$ cat src/rtl/branch_resolve_scheduler_if.sv
`default_nettype none
//============================================================================
// Module      : branch_resolve_scheduler_if
// Description : Request lanes, shared address-calculator link and result bus
//               for the branch resolve scheduler.
// Revision    : 1.0  initial release
//============================================================================
interface branch_resolve_scheduler_if #(
    parameter int TAG_W = 4
);
    logic             req0_valid;
    logic             req0_ready;
    logic [31:0]      req0_pc;
    logic [31:0]      req0_imm;
    logic [1:0]       req0_ctrl;
    logic             req0_taken;
    logic [TAG_W-1:0] req0_tag;

    logic             req1_valid;
    logic             req1_ready;
    logic [31:0]      req1_pc;
    logic [31:0]      req1_imm;
    logic [1:0]       req1_ctrl;
    logic             req1_taken;
    logic [TAG_W-1:0] req1_tag;

    logic [1:0]       cal_pc_control;
    logic [31:0]      cal_pc_value;
    logic [31:0]      cal_imm;
    logic [31:0]      cal_target;
    logic [31:0]      cal_plus4;

    logic             res_valid;
    logic [TAG_W-1:0] res_tag;
    logic [31:0]      res_target;
    logic [31:0]      res_link;
    logic             res_redirect;
    logic [31:0]      redirect_cnt;

    // Environment side: issue lanes plus the Branch_Address_Cal datapath
    modport master (
        output req0_valid, req0_pc, req0_imm, req0_ctrl, req0_taken, req0_tag,
        input  req0_ready,
        output req1_valid, req1_pc, req1_imm, req1_ctrl, req1_taken, req1_tag,
        input  req1_ready,
        input  cal_pc_control, cal_pc_value, cal_imm,
        output cal_target, cal_plus4,
        input  res_valid, res_tag, res_target, res_link, res_redirect, redirect_cnt
    );

    modport slave (
        input  req0_valid, req0_pc, req0_imm, req0_ctrl, req0_taken, req0_tag,
        output req0_ready,
        input  req1_valid, req1_pc, req1_imm, req1_ctrl, req1_taken, req1_tag,
        output req1_ready,
        output cal_pc_control, cal_pc_value, cal_imm,
        input  cal_target, cal_plus4,
        output res_valid, res_tag, res_target, res_link, res_redirect, redirect_cnt
    );
endinterface
`default_nettype wire

$ cat src/rtl/branch_resolve_scheduler.sv
`default_nettype none
//============================================================================
// Module      : branch_resolve_scheduler
// Description : In-order queue feeding both issue lanes' branch/jump requests
//               into one shared address calculator; registers results and
//               squashes younger work on a taken redirect.
// Revision    : 1.0  initial release
//============================================================================
module branch_resolve_scheduler #(
    parameter int DEPTH = 4,
    parameter int TAG_W = 4
) (
    input  wire logic                 clk,
    input  wire logic                 rst,
    input  wire logic                 flush,
    branch_resolve_scheduler_if.slave bus
);
    localparam int c_PTR_W = $clog2(DEPTH);
    localparam int c_CNT_W = $clog2(DEPTH + 1);
    localparam logic [c_CNT_W-1:0] c_DEPTH_M1 = c_CNT_W'(DEPTH - 1);
    localparam logic [c_CNT_W-1:0] c_DEPTH_M2 = c_CNT_W'(DEPTH - 2);

    logic [31:0]      r_pc    [DEPTH];
    logic [31:0]      r_imm   [DEPTH];
    logic [1:0]       r_ctrl  [DEPTH];
    logic             r_taken [DEPTH];
    logic [TAG_W-1:0] r_tag   [DEPTH];

    logic [c_PTR_W-1:0] r_wr_ptr;
    logic [c_PTR_W-1:0] r_rd_ptr;
    logic [c_CNT_W-1:0] r_count;

    logic             r_res_valid;
    logic [TAG_W-1:0] r_res_tag;
    logic [31:0]      r_res_target;
    logic [31:0]      r_res_link;
    logic             r_res_redirect;
    logic [31:0]      r_redirect_cnt;

    logic               w_squash;
    logic               w_block;
    logic               w_empty;
    logic               w_lane1_room;
    logic               w_push0;
    logic               w_push1;
    logic               w_issue;
    logic               w_head_redirect;
    logic [c_PTR_W-1:0] w_wr_idx1;

    assign w_squash = r_res_valid & r_res_redirect;
    assign w_block  = rst | flush | w_squash;
    assign w_empty  = (r_count == '0);

    // Lane1 needs two free slots when lane0 is also asking, so it can never overtake lane0
    assign w_lane1_room   = bus.req0_valid ? (r_count <= c_DEPTH_M2) : (r_count <= c_DEPTH_M1);
    assign bus.req0_ready = ~w_block & (r_count <= c_DEPTH_M1);
    assign bus.req1_ready = ~w_block & w_lane1_room;

    assign w_push0   = bus.req0_valid & bus.req0_ready;
    assign w_push1   = bus.req1_valid & bus.req1_ready;
    assign w_issue   = ~w_empty & ~w_block;
    assign w_wr_idx1 = w_push0 ? (r_wr_ptr + c_PTR_W'(1)) : r_wr_ptr;

    assign w_head_redirect = (r_ctrl[r_rd_ptr] == 2'b10) |
                             ((r_ctrl[r_rd_ptr] == 2'b11) & r_taken[r_rd_ptr]);

    always_comb begin
        bus.cal_pc_control = 2'b00;
        bus.cal_pc_value   = 32'd0;
        bus.cal_imm        = 32'd0;
        if (!w_empty) begin
            bus.cal_pc_control = r_ctrl[r_rd_ptr];
            bus.cal_pc_value   = r_pc[r_rd_ptr];
            bus.cal_imm        = r_imm[r_rd_ptr];
        end
    end

    always_ff @(posedge clk) begin
        if (w_push0) begin
            r_pc[r_wr_ptr]    <= bus.req0_pc;
            r_imm[r_wr_ptr]   <= bus.req0_imm;
            r_ctrl[r_wr_ptr]  <= bus.req0_ctrl;
            r_taken[r_wr_ptr] <= bus.req0_taken;
            r_tag[r_wr_ptr]   <= bus.req0_tag;
        end
        if (w_push1) begin
            r_pc[w_wr_idx1]    <= bus.req1_pc;
            r_imm[w_wr_idx1]   <= bus.req1_imm;
            r_ctrl[w_wr_idx1]  <= bus.req1_ctrl;
            r_taken[w_wr_idx1] <= bus.req1_taken;
            r_tag[w_wr_idx1]   <= bus.req1_tag;
        end
    end

    always_ff @(posedge clk) begin
        if (rst) begin
            r_wr_ptr       <= '0;
            r_rd_ptr       <= '0;
            r_count        <= '0;
            r_res_valid    <= 1'b0;
            r_res_tag      <= '0;
            r_res_target   <= 32'd0;
            r_res_link     <= 32'd0;
            r_res_redirect <= 1'b0;
            r_redirect_cnt <= 32'd0;
        end else if (flush) begin
            r_wr_ptr       <= '0;
            r_rd_ptr       <= '0;
            r_count        <= '0;
            r_res_valid    <= 1'b0;
            r_res_tag      <= '0;
            r_res_target   <= 32'd0;
            r_res_link     <= 32'd0;
            r_res_redirect <= 1'b0;
        end else if (w_squash) begin
            r_wr_ptr       <= '0;
            r_rd_ptr       <= '0;
            r_count        <= '0;
            r_res_valid    <= 1'b0;
            r_redirect_cnt <= r_redirect_cnt + 32'd1;
        end else begin
            r_wr_ptr    <= r_wr_ptr + c_PTR_W'(w_push0) + c_PTR_W'(w_push1);
            r_rd_ptr    <= r_rd_ptr + c_PTR_W'(w_issue);
            r_count     <= r_count + c_CNT_W'(w_push0) + c_CNT_W'(w_push1) - c_CNT_W'(w_issue);
            r_res_valid <= w_issue;
            if (w_issue) begin
                r_res_tag      <= r_tag[r_rd_ptr];
                r_res_target   <= bus.cal_target;
                r_res_link     <= bus.cal_plus4;
                r_res_redirect <= w_head_redirect;
            end
        end
    end

    // A flush kills the result visible in the same cycle
    assign bus.res_valid    = r_res_valid & ~flush;
    assign bus.res_tag      = r_res_tag;
    assign bus.res_target   = r_res_target;
    assign bus.res_link     = r_res_link;
    assign bus.res_redirect = r_res_redirect;
    assign bus.redirect_cnt = r_redirect_cnt;
endmodule
`default_nettype wire

$ cat src/flat_wrapper.sv
// flat-port wrapper written by rule: the top's interface ports become plain ports
module branch_resolve_scheduler_flat 
#(
    parameter int DEPTH = 4,
    parameter int TAG_W = 4
)
  (clk, rst, flush, bus_req0_valid, bus_req0_pc, bus_req0_imm, bus_req0_ctrl, bus_req0_taken, bus_req0_tag, bus_req0_ready, bus_req1_valid, bus_req1_pc, bus_req1_imm, bus_req1_ctrl, bus_req1_taken, bus_req1_tag, bus_req1_ready, bus_cal_pc_control, bus_cal_pc_value, bus_cal_imm, bus_cal_target, bus_cal_plus4, bus_res_valid, bus_res_tag, bus_res_target, bus_res_link, bus_res_redirect, bus_redirect_cnt);
  branch_resolve_scheduler_if #(.TAG_W(TAG_W)) bus_i ();
  input  wire logic clk;
  input  wire logic rst;
  input  wire logic flush;
  input wire logic [$bits(bus_i.req0_valid)-1:0] bus_req0_valid;
  input wire logic [$bits(bus_i.req0_pc)-1:0] bus_req0_pc;
  input wire logic [$bits(bus_i.req0_imm)-1:0] bus_req0_imm;
  input wire logic [$bits(bus_i.req0_ctrl)-1:0] bus_req0_ctrl;
  input wire logic [$bits(bus_i.req0_taken)-1:0] bus_req0_taken;
  input wire logic [$bits(bus_i.req0_tag)-1:0] bus_req0_tag;
  output wire logic [$bits(bus_i.req0_ready)-1:0] bus_req0_ready;
  input wire logic [$bits(bus_i.req1_valid)-1:0] bus_req1_valid;
  input wire logic [$bits(bus_i.req1_pc)-1:0] bus_req1_pc;
  input wire logic [$bits(bus_i.req1_imm)-1:0] bus_req1_imm;
  input wire logic [$bits(bus_i.req1_ctrl)-1:0] bus_req1_ctrl;
  input wire logic [$bits(bus_i.req1_taken)-1:0] bus_req1_taken;
  input wire logic [$bits(bus_i.req1_tag)-1:0] bus_req1_tag;
  output wire logic [$bits(bus_i.req1_ready)-1:0] bus_req1_ready;
  output wire logic [$bits(bus_i.cal_pc_control)-1:0] bus_cal_pc_control;
  output wire logic [$bits(bus_i.cal_pc_value)-1:0] bus_cal_pc_value;
  output wire logic [$bits(bus_i.cal_imm)-1:0] bus_cal_imm;
  input wire logic [$bits(bus_i.cal_target)-1:0] bus_cal_target;
  input wire logic [$bits(bus_i.cal_plus4)-1:0] bus_cal_plus4;
  output wire logic [$bits(bus_i.res_valid)-1:0] bus_res_valid;
  output wire logic [$bits(bus_i.res_tag)-1:0] bus_res_tag;
  output wire logic [$bits(bus_i.res_target)-1:0] bus_res_target;
  output wire logic [$bits(bus_i.res_link)-1:0] bus_res_link;
  output wire logic [$bits(bus_i.res_redirect)-1:0] bus_res_redirect;
  output wire logic [$bits(bus_i.redirect_cnt)-1:0] bus_redirect_cnt;
  assign bus_i.req0_valid = bus_req0_valid;
  assign bus_i.req0_pc = bus_req0_pc;
  assign bus_i.req0_imm = bus_req0_imm;
  assign bus_i.req0_ctrl = bus_req0_ctrl;
  assign bus_i.req0_taken = bus_req0_taken;
  assign bus_i.req0_tag = bus_req0_tag;
  assign bus_req0_ready = bus_i.req0_ready;
  assign bus_i.req1_valid = bus_req1_valid;
  assign bus_i.req1_pc = bus_req1_pc;
  assign bus_i.req1_imm = bus_req1_imm;
  assign bus_i.req1_ctrl = bus_req1_ctrl;
  assign bus_i.req1_taken = bus_req1_taken;
  assign bus_i.req1_tag = bus_req1_tag;
  assign bus_req1_ready = bus_i.req1_ready;
  assign bus_cal_pc_control = bus_i.cal_pc_control;
  assign bus_cal_pc_value = bus_i.cal_pc_value;
  assign bus_cal_imm = bus_i.cal_imm;
  assign bus_i.cal_target = bus_cal_target;
  assign bus_i.cal_plus4 = bus_cal_plus4;
  assign bus_res_valid = bus_i.res_valid;
  assign bus_res_tag = bus_i.res_tag;
  assign bus_res_target = bus_i.res_target;
  assign bus_res_link = bus_i.res_link;
  assign bus_res_redirect = bus_i.res_redirect;
  assign bus_redirect_cnt = bus_i.redirect_cnt;
  branch_resolve_scheduler #(.DEPTH(DEPTH), .TAG_W(TAG_W)) u_core (.clk(clk), .rst(rst), .flush(flush), .bus(bus_i));
endmodule
$ cat config.mk
export PLATFORM = sky130hd
export DESIGN_NAME = branch_resolve_scheduler_flat
export DESIGN_NICKNAME = d
export VERILOG_FILES = /design/src/rtl/branch_resolve_scheduler_if.sv /design/src/rtl/branch_resolve_scheduler.sv /design/src/flat_wrapper.sv
export SDC_FILE = /design/constraint.sdc
export NUM_CORES = 1
export LEC_CHECK = 0
export ABC_AREA = 1
export CORE_MARGIN = 4
export CORE_UTILIZATION = 48
export DETAILED_ROUTE_END_ITERATION = 16
export GPL_TIMING_DRIVEN = 1
export PLACE_DENSITY_LB_ADDON = 0.05
export SKIP_LAST_GASP = 1
export SLEW_MARGIN = 0
export SYNTH_ARGS = -nofsm -noshare
export SYNTH_HDL_FRONTEND = slang
export SYNTH_SLANG_ARGS = --single-unit
$ cat constraint.sdc
create_clock -name clk -period 3.6 [get_ports clk]
set_clock_uncertainty 0.1 [all_clocks]
set_input_delay 0.72 -clock clk [delete_from_list [all_inputs] [get_ports clk]]
set_output_delay 0.72 -clock clk [all_outputs]
set_load 0.01 [all_outputs]
==> results.yml, run 1 <==
worst_setup_path:
  cp_data_arrival_time_ns: 2.62
  worst_path_dominant_cell_family: "buffers and inverters"
  crit_path_max_incr_delay_ns: 0.60
  path_buf_inv: 2
  cp_slowest_cell: "clkdlybuf4s50_1"
  end_kind: "output port"
  cp_cell_sequence: "buf_6 > nor2_1 > nor2_1 > o21ai_0 > a21oi_1 > clkdlybuf4s50_1"
  startpoint_type: "flip-flop"
  worstPathRequired_ns: 2.78
  crit_fanout: 41
  critPathKind: "flip-flop to output port"
  crit_top_cell: "nor2_1"
clocking:
  path_clk_slew_ns: 0.06
  cts.sinks: 393
  clockBufferDepth: 3
  clock_latency_ns: 0.57
  cts_root_buffer: "clkbuf_16"
  cts_buffers: 44
  htree_levels: 2
  cts_tree: "yes"
drt:
  drt-wirelength-per-cell_um: 19.2
  via_per_inst: 5.50
  drc: 0
  drt_first_pass_iters: 7
  drt_iter0_markers: 1849
  wirelength_mm: 63.3
  vias: 18100
  ant_nets: 0
place:
  portBuffers: 380
  gp_congestion: 0.874
  dp_hpwl_mm: 38.6
  dp.cells: 3212
  place_ws_ns: 0.230
min_path:
  hold_path_class: "flip-flop to flip-flop"
power:
  clockPowerShare: 0.435
  combPwrFrac: 0.105
  leakagePower_nw: 10.1
  sw_frac_of_total: 0.231
  vdd_drop_max_v: 0.000332
  power_density_nw_per_um2: 423
  p_int_mw: 8.32
  seqPwrFrac: 0.460
  netSwitchingPower_mw: 2.50
floorplanning:
  dieWidth_um: 210
  coreArea_um2: 40100
  die_height_um: 210
  start_util: 0.490
  ios: 381
  dieArea_um2: 44200
  fp-row-count: 73
global_route:
  grt_antenna_before_repair: 7
  grt_use_total: 0.276
  grt_max_degree: 139
  grt_pass1_vias: 17400
  overflow: 0
  grt_pass1_wl_mm: 97.5
timing:
  slew_violations: 0
  fin_crit_sh: 0.954
  final-setup-viol-count: 0
  worst_slack_ns: 0.164
  slew_headroom: 0.222
  tightest_slew_ns: 1.17
  timing.final.crit_period_ns: 3.44
  setup_tns_ns: 0
  finalHoldViolCount: 0
  max_freq_mhz: 291
synthesis:
  ys_seq_elements: 393
  netlist_area_um2: 19600
  yosys_warnings: 0
  syn_nets: 2653
  avgSynthCellArea_um2: 8.08
  synthCells: 2430
  seq_area_frac_synth: 0.545
  synth.distinct_cells: 29
finish:
  drive_above_1_share: 0.0509
  fin_nets: 2957
  final_cell_mix: "nand2_1 (789), clkdlybuf4s50_1 (380), nor2_1 (343)"
  final_util: 0.638
  final_common_cell: "nand2_1"
  area_growth_pct: 30.3
  instances_no_fill: 3297
run:
  drv_cap: 0
run_status:
  status: "finished clean"
==> routing by layer <==
metal  global-route usage  up-vias  wire length, um  part of all wire
met1                0.365     8400            25200              0.40
li1                     -     8716                -                 -
met5                    0        -               55           0.00087
met4               0.0945        8             1630             0.026
met2                0.458      883            30200              0.48
met3               0.0543      119             6260             0.099
==> worst min-delay path, cell delays in order (launching register included) <==
cell	delay, ns
dfxtp_1	0.31
nand2_1	0.05
o21ai_0	0.07
==> state kept, by name, indices dropped and copies added (netlist names) <==
register,flops
u_core.bus.res_tag,4
u_core.r_taken,4
u_core.r_imm,128
u_core.r_count,3
u_core.r_wr_ptr,2
u_core.bus.res_redirect,1
u_core.bus.res_target,32
u_core.r_ctrl,8
u_core.r_res_valid,1
u_core.r_tag,16
u_core.r_rd_ptr,2
u_core.bus.res_link,32
u_core.bus.redirect_cnt,32
u_core.r_pc,128
==> logic make-up after synthesis <==
kind of cell / synth area share
buf+inv: 0.0548
flops: 0.545
compound gates: 0.0790
fa+ha+maj: 0.00879
simple gates: 0.309
xor+xnor: 0.00268
==> stage by stage <==
| stage | hold slack, ns | instance area (um2) | power, mW |
|---|---|---|---|
| 5_1_grt | 0.404 | 25600 | 11.2 |
| 2_1_floorplan | 0.396 | 19700 | 5.58 |
| 6_report | 0.383 | 25600 | 10.8 |
| 3_5_place_dp | 0.377 | 24000 | 6.21 |
| 4_1_cts | 0.389 | 25500 | 10.9 |
| 3_3_place_gp | 0.371 | 24000 | 6.18 |
==> area by class of cell <==
cell class                      count  area (um2)
Fill cell                        3358       14500
Multi-Input combinational cell   1806        7940
Inverter                           64         254
Clock inverter                     25         288
Clock buffer                       56        1250
Antenna cell                        3        7.51
Sequential cell                   393       10700
Timing Repair Buffer              425        4470
Tap cell                          525         657
==> synth_stat cells <==
library cell,instances,area share
edfxtp_1,284,0.43
buf_2,58,0.015
o21ai_0,219,0.056
nand4_1,13,0.0041
ha_1,9,0.0057
nor2_1,344,0.066
nand4_4,1,0.0011
o21bai_1,1,0.00038
nor3_1,6,0.0015
nor2_4,3,0.0017
clkbuf_1,82,0.016
buf_6,18,0.010
nand3_4,1,0.00089
a32oi_1,1,0.00045
nand2_2,4,0.0013
buf_1,9,0.0017
nand2_1,793,0.15
a21oi_1,80,0.020
a31oi_1,5,0.0016
o211ai_1,1,0.00038
dfxtp_1,109,0.11
inv_2,3,0.00057
inv_1,60,0.011
nand3_2,4,0.0020
fa_1,3,0.0031
clkinv_2,1,0.00025
xnor2_1,2,0.00089
nand3_1,312,0.080
xor2_1,4,0.0018
==> repair_timing <==
action	CTS	global route
buffers inserted	0	1
hold buffers	0	0
gates resized for setup	3	6
gates cloned	0	0
setup endpoints to repair	14	11
hold endpoints to repair	0	0
==> power by group through the flow <==
stage	combinational (mW)	clock [mW]	sequential, mW
final	1.14	4.71	4.98
after global routing	1.24	4.95	4.99
after CTS	1.14	4.78	4.98
after detailed placement	1.13	0	5.08
after global placement	1.11	0	5.07
after floorplan	0.492	0	5.08
==> final timing paths <==
kind	from	end	slack, ns	cells after the start
worst max-delay path	u_core.r_rd_ptr[0]$_SDFF_PP0_	bus_cal_pc_value[31]	0.16	6
worst min-delay path	u_core.bus.res_target[20]$_SDFFE_PP0P_	u_core.bus.res_target[20]$_SDFFE_PP0P_	0.38	2
worst max register to register	u_core.r_count[2]$_SDFF_PP0_	u_core.r_count[1]$_SDFF_PP0_	1.02	12
worst min register to register	u_core.bus.res_target[20]$_SDFFE_PP0P_	u_core.bus.res_target[20]$_SDFFE_PP0P_	0.38	2
(Power assumes the default switching activity.)
==> inputs of run 2 (changes only) <==
--- a/config.mk
+++ b/config.mk
@@ -6,7 +6,7 @@
 export NUM_CORES = 1
 export LEC_CHECK = 0
 export ABC_AREA = 1
-export CORE_MARGIN = 4
+export CORE_MARGIN = 1.5
 export CORE_UTILIZATION = 48
 export DETAILED_ROUTE_END_ITERATION = 16
 export GPL_TIMING_DRIVEN = 1
==> run 2 against run 1 <==
Effect of this change:
- sequential share of layout area is 0.34 points higher
- combinational power hardly changed
- non-clock buffer count is 9 higher
- first-iteration DRC count is 21% lower
- worst setup slack worse by 0.010 ns
- sequential power hardly changed
- final cell count is 0.12% higher
==> results.yml, run 2 (synthesis results as in run 1) <==
floorplanning:
  fp-row-count: 73
  start_util: 0.490
  ios: 381
  die_height_um: 205
  dieWidth_um: 205
  coreArea_um2: 40100
  dieArea_um2: 42100
global_route:
  overflow: 0
  grt_use_total: 0.292
  grt_max_degree: 95
  grt_antenna_before_repair: 9
  grt_pass1_vias: 17000
  grt_pass1_wl_mm: 95.1
place:
  dp.cells: 3220
  portBuffers: 380
  gp_congestion: 0.882
  dp_hpwl_mm: 38.7
timing:
  tightest_slew_ns: 1.09
  slew_headroom: 0.270
  setup_tns_ns: 0
  final-setup-viol-count: 0
  max_freq_mhz: 290
  rsz0062_at_grt: "no"
  slew_violations: 0
  finalHoldViolCount: 0
  fin_crit_sh: 0.957
  timing.final.crit_period_ns: 3.45
drt:
  drt_first_pass_iters: 6
  drc: 0
  wirelength_mm: 62.9
  drt-wirelength-per-cell_um: 19.0
  ant_nets: 0
  via_per_inst: 5.53
  vias: 18300
  drt_iter0_markers: 1461
power:
  netSwitchingPower_mw: 2.45
  clockPowerShare: 0.409
  leakagePower_nw: 9.97
  p_int_mw: 7.91
  combPwrFrac: 0.110
  sw_frac_of_total: 0.237
  power_density_nw_per_um2: 408
  seqPwrFrac: 0.481
  vdd_drop_max_v: 0.000277
worst_setup_path:
  cp_data_arrival_time_ns: 2.63
  worstPathRequired_ns: 2.78
  critPathKind: "flip-flop to output port"
  cp_cell_sequence: "buf_6 > nand2_1 > a32oi_1 > inv_1 > nor2_1 > clkdlybuf4s50_1"
  crit_fanout: 24
  startpoint_type: "flip-flop"
  end_kind: "output port"
  crit_path_max_incr_delay_ns: 0.58
  cp_slowest_cell: "clkdlybuf4s50_1"
finish:
  instances_no_fill: 3301
  regArea_um2: 10700
  fin_nets: 2966
  drive_above_1_share: 0.0505
  nFillCells: 3393
  final_common_cell: "nand2_1"
  area_growth_pct: 29.2
  multi_input_area_um2: 7940
  final_cell_mix: "nand2_1 (789), clkdlybuf4s50_1 (380), nor2_1 (343)"
  largest_registers: "u_core.r_imm (128), u_core.r_pc (128)"
run_status:
  status: "finished clean"
min_path:
  hold_path_class: "flip-flop to flip-flop"
clocking:
  clock_latency_ns: 0.55
  cts_tree: "yes"
  clockBufferDepth: 3
  htree_levels: 2
  cts.sinks: 393
  path_clk_slew_ns: 0.06
  postCtsHoldBufs: 0
  cts_root_buffer: "clkbuf_16"
  cts_buffers: 44
run:
  drv_cap: 0
[run 2: power groups by stage]
stage | Sequential (mW) | Combinational [mW] | Clock (mW)
floorplan | 5.08 | 0.492 | 0
finish | 4.98 | 1.14 | 4.24
detailed placement | 5.08 | 1.13 | 0
CTS | 4.98 | 1.14 | 4.30
global route | 4.99 | 1.24 | 4.46
global placement | 5.07 | 1.11 | 0
[run 2: final timing paths]
path | from | endpoint | slack, ns | cells after the start
max | u_core.r_rd_ptr[0]$_SDFF_PP0_ | bus_cal_pc_control[1] | 0.15 | 6
min | u_core.bus.res_target[3]$_SDFFE_PP0P_ | u_core.bus.res_target[3]$_SDFFE_PP0P_ | 0.38 | 2
max reg2reg | u_core.r_count[2]$_SDFF_PP0_ | u_core.r_imm[1][21]$_DFFE_PP_ | 0.82 | 12
min reg2reg | u_core.bus.res_target[3]$_SDFFE_PP0P_ | u_core.bus.res_target[3]$_SDFFE_PP0P_ | 0.38 | 2
[run 2: layer usage]
| metal | vias to the layer above | part of all wire | GRT usage |
|---|---|---|---|
| met2 | 868 | 0.48 | 0.503 |
| met4 | 6 | 0.024 | 0.101 |
| li1 | 8725 | - | - |
| met1 | 8564 | 0.40 | 0.366 |
| met5 | - | 0.00065 | 0 |
| met3 | 101 | 0.093 | 0.0562 |
[run 2: stage by stage]
stage	setup slack [ns]	cell area (um2)	utilization	hold WS [ns]	power (mW)
2_1_floorplan	0.370	19700	-	0.396	5.58
3_3_place_gp	0.139	24000	0.599	0.372	6.19
3_5_place_dp	0.0441	24000	0.599	0.375	6.21
4_1_cts	0.0408	25300	0.632	0.388	10.4
5_1_grt	0.0368	25400	0.633	0.400	10.7
6_report	0.154	25400	0.633	0.383	10.4
[run 2: critical path, delay by kind of cell (launching register included)]
family,cells,cell delay (ns)
buf+inv,3,0.95
flops,1,0.53
compound gates,1,0.32
simple gates,2,0.25
[run 2: layout make-up]
cell class,instances,share of cell area
repair buffers,434,0.176
diodes,5,0.000493
well taps,525,0.0259
clock buffers,57,0.0471
multi-input cells,1806,0.313
flip-flops and latches,393,0.422
inverters,64,0.00981
clock inverters,17,0.00518
[run 2: timing repair]
item,4_1_cts,5_1_grt
endpoints found under the hold margin,0,0
endpoints found under the setup margin,31,6
resized for setup,3,2
buffers inserted,1,1
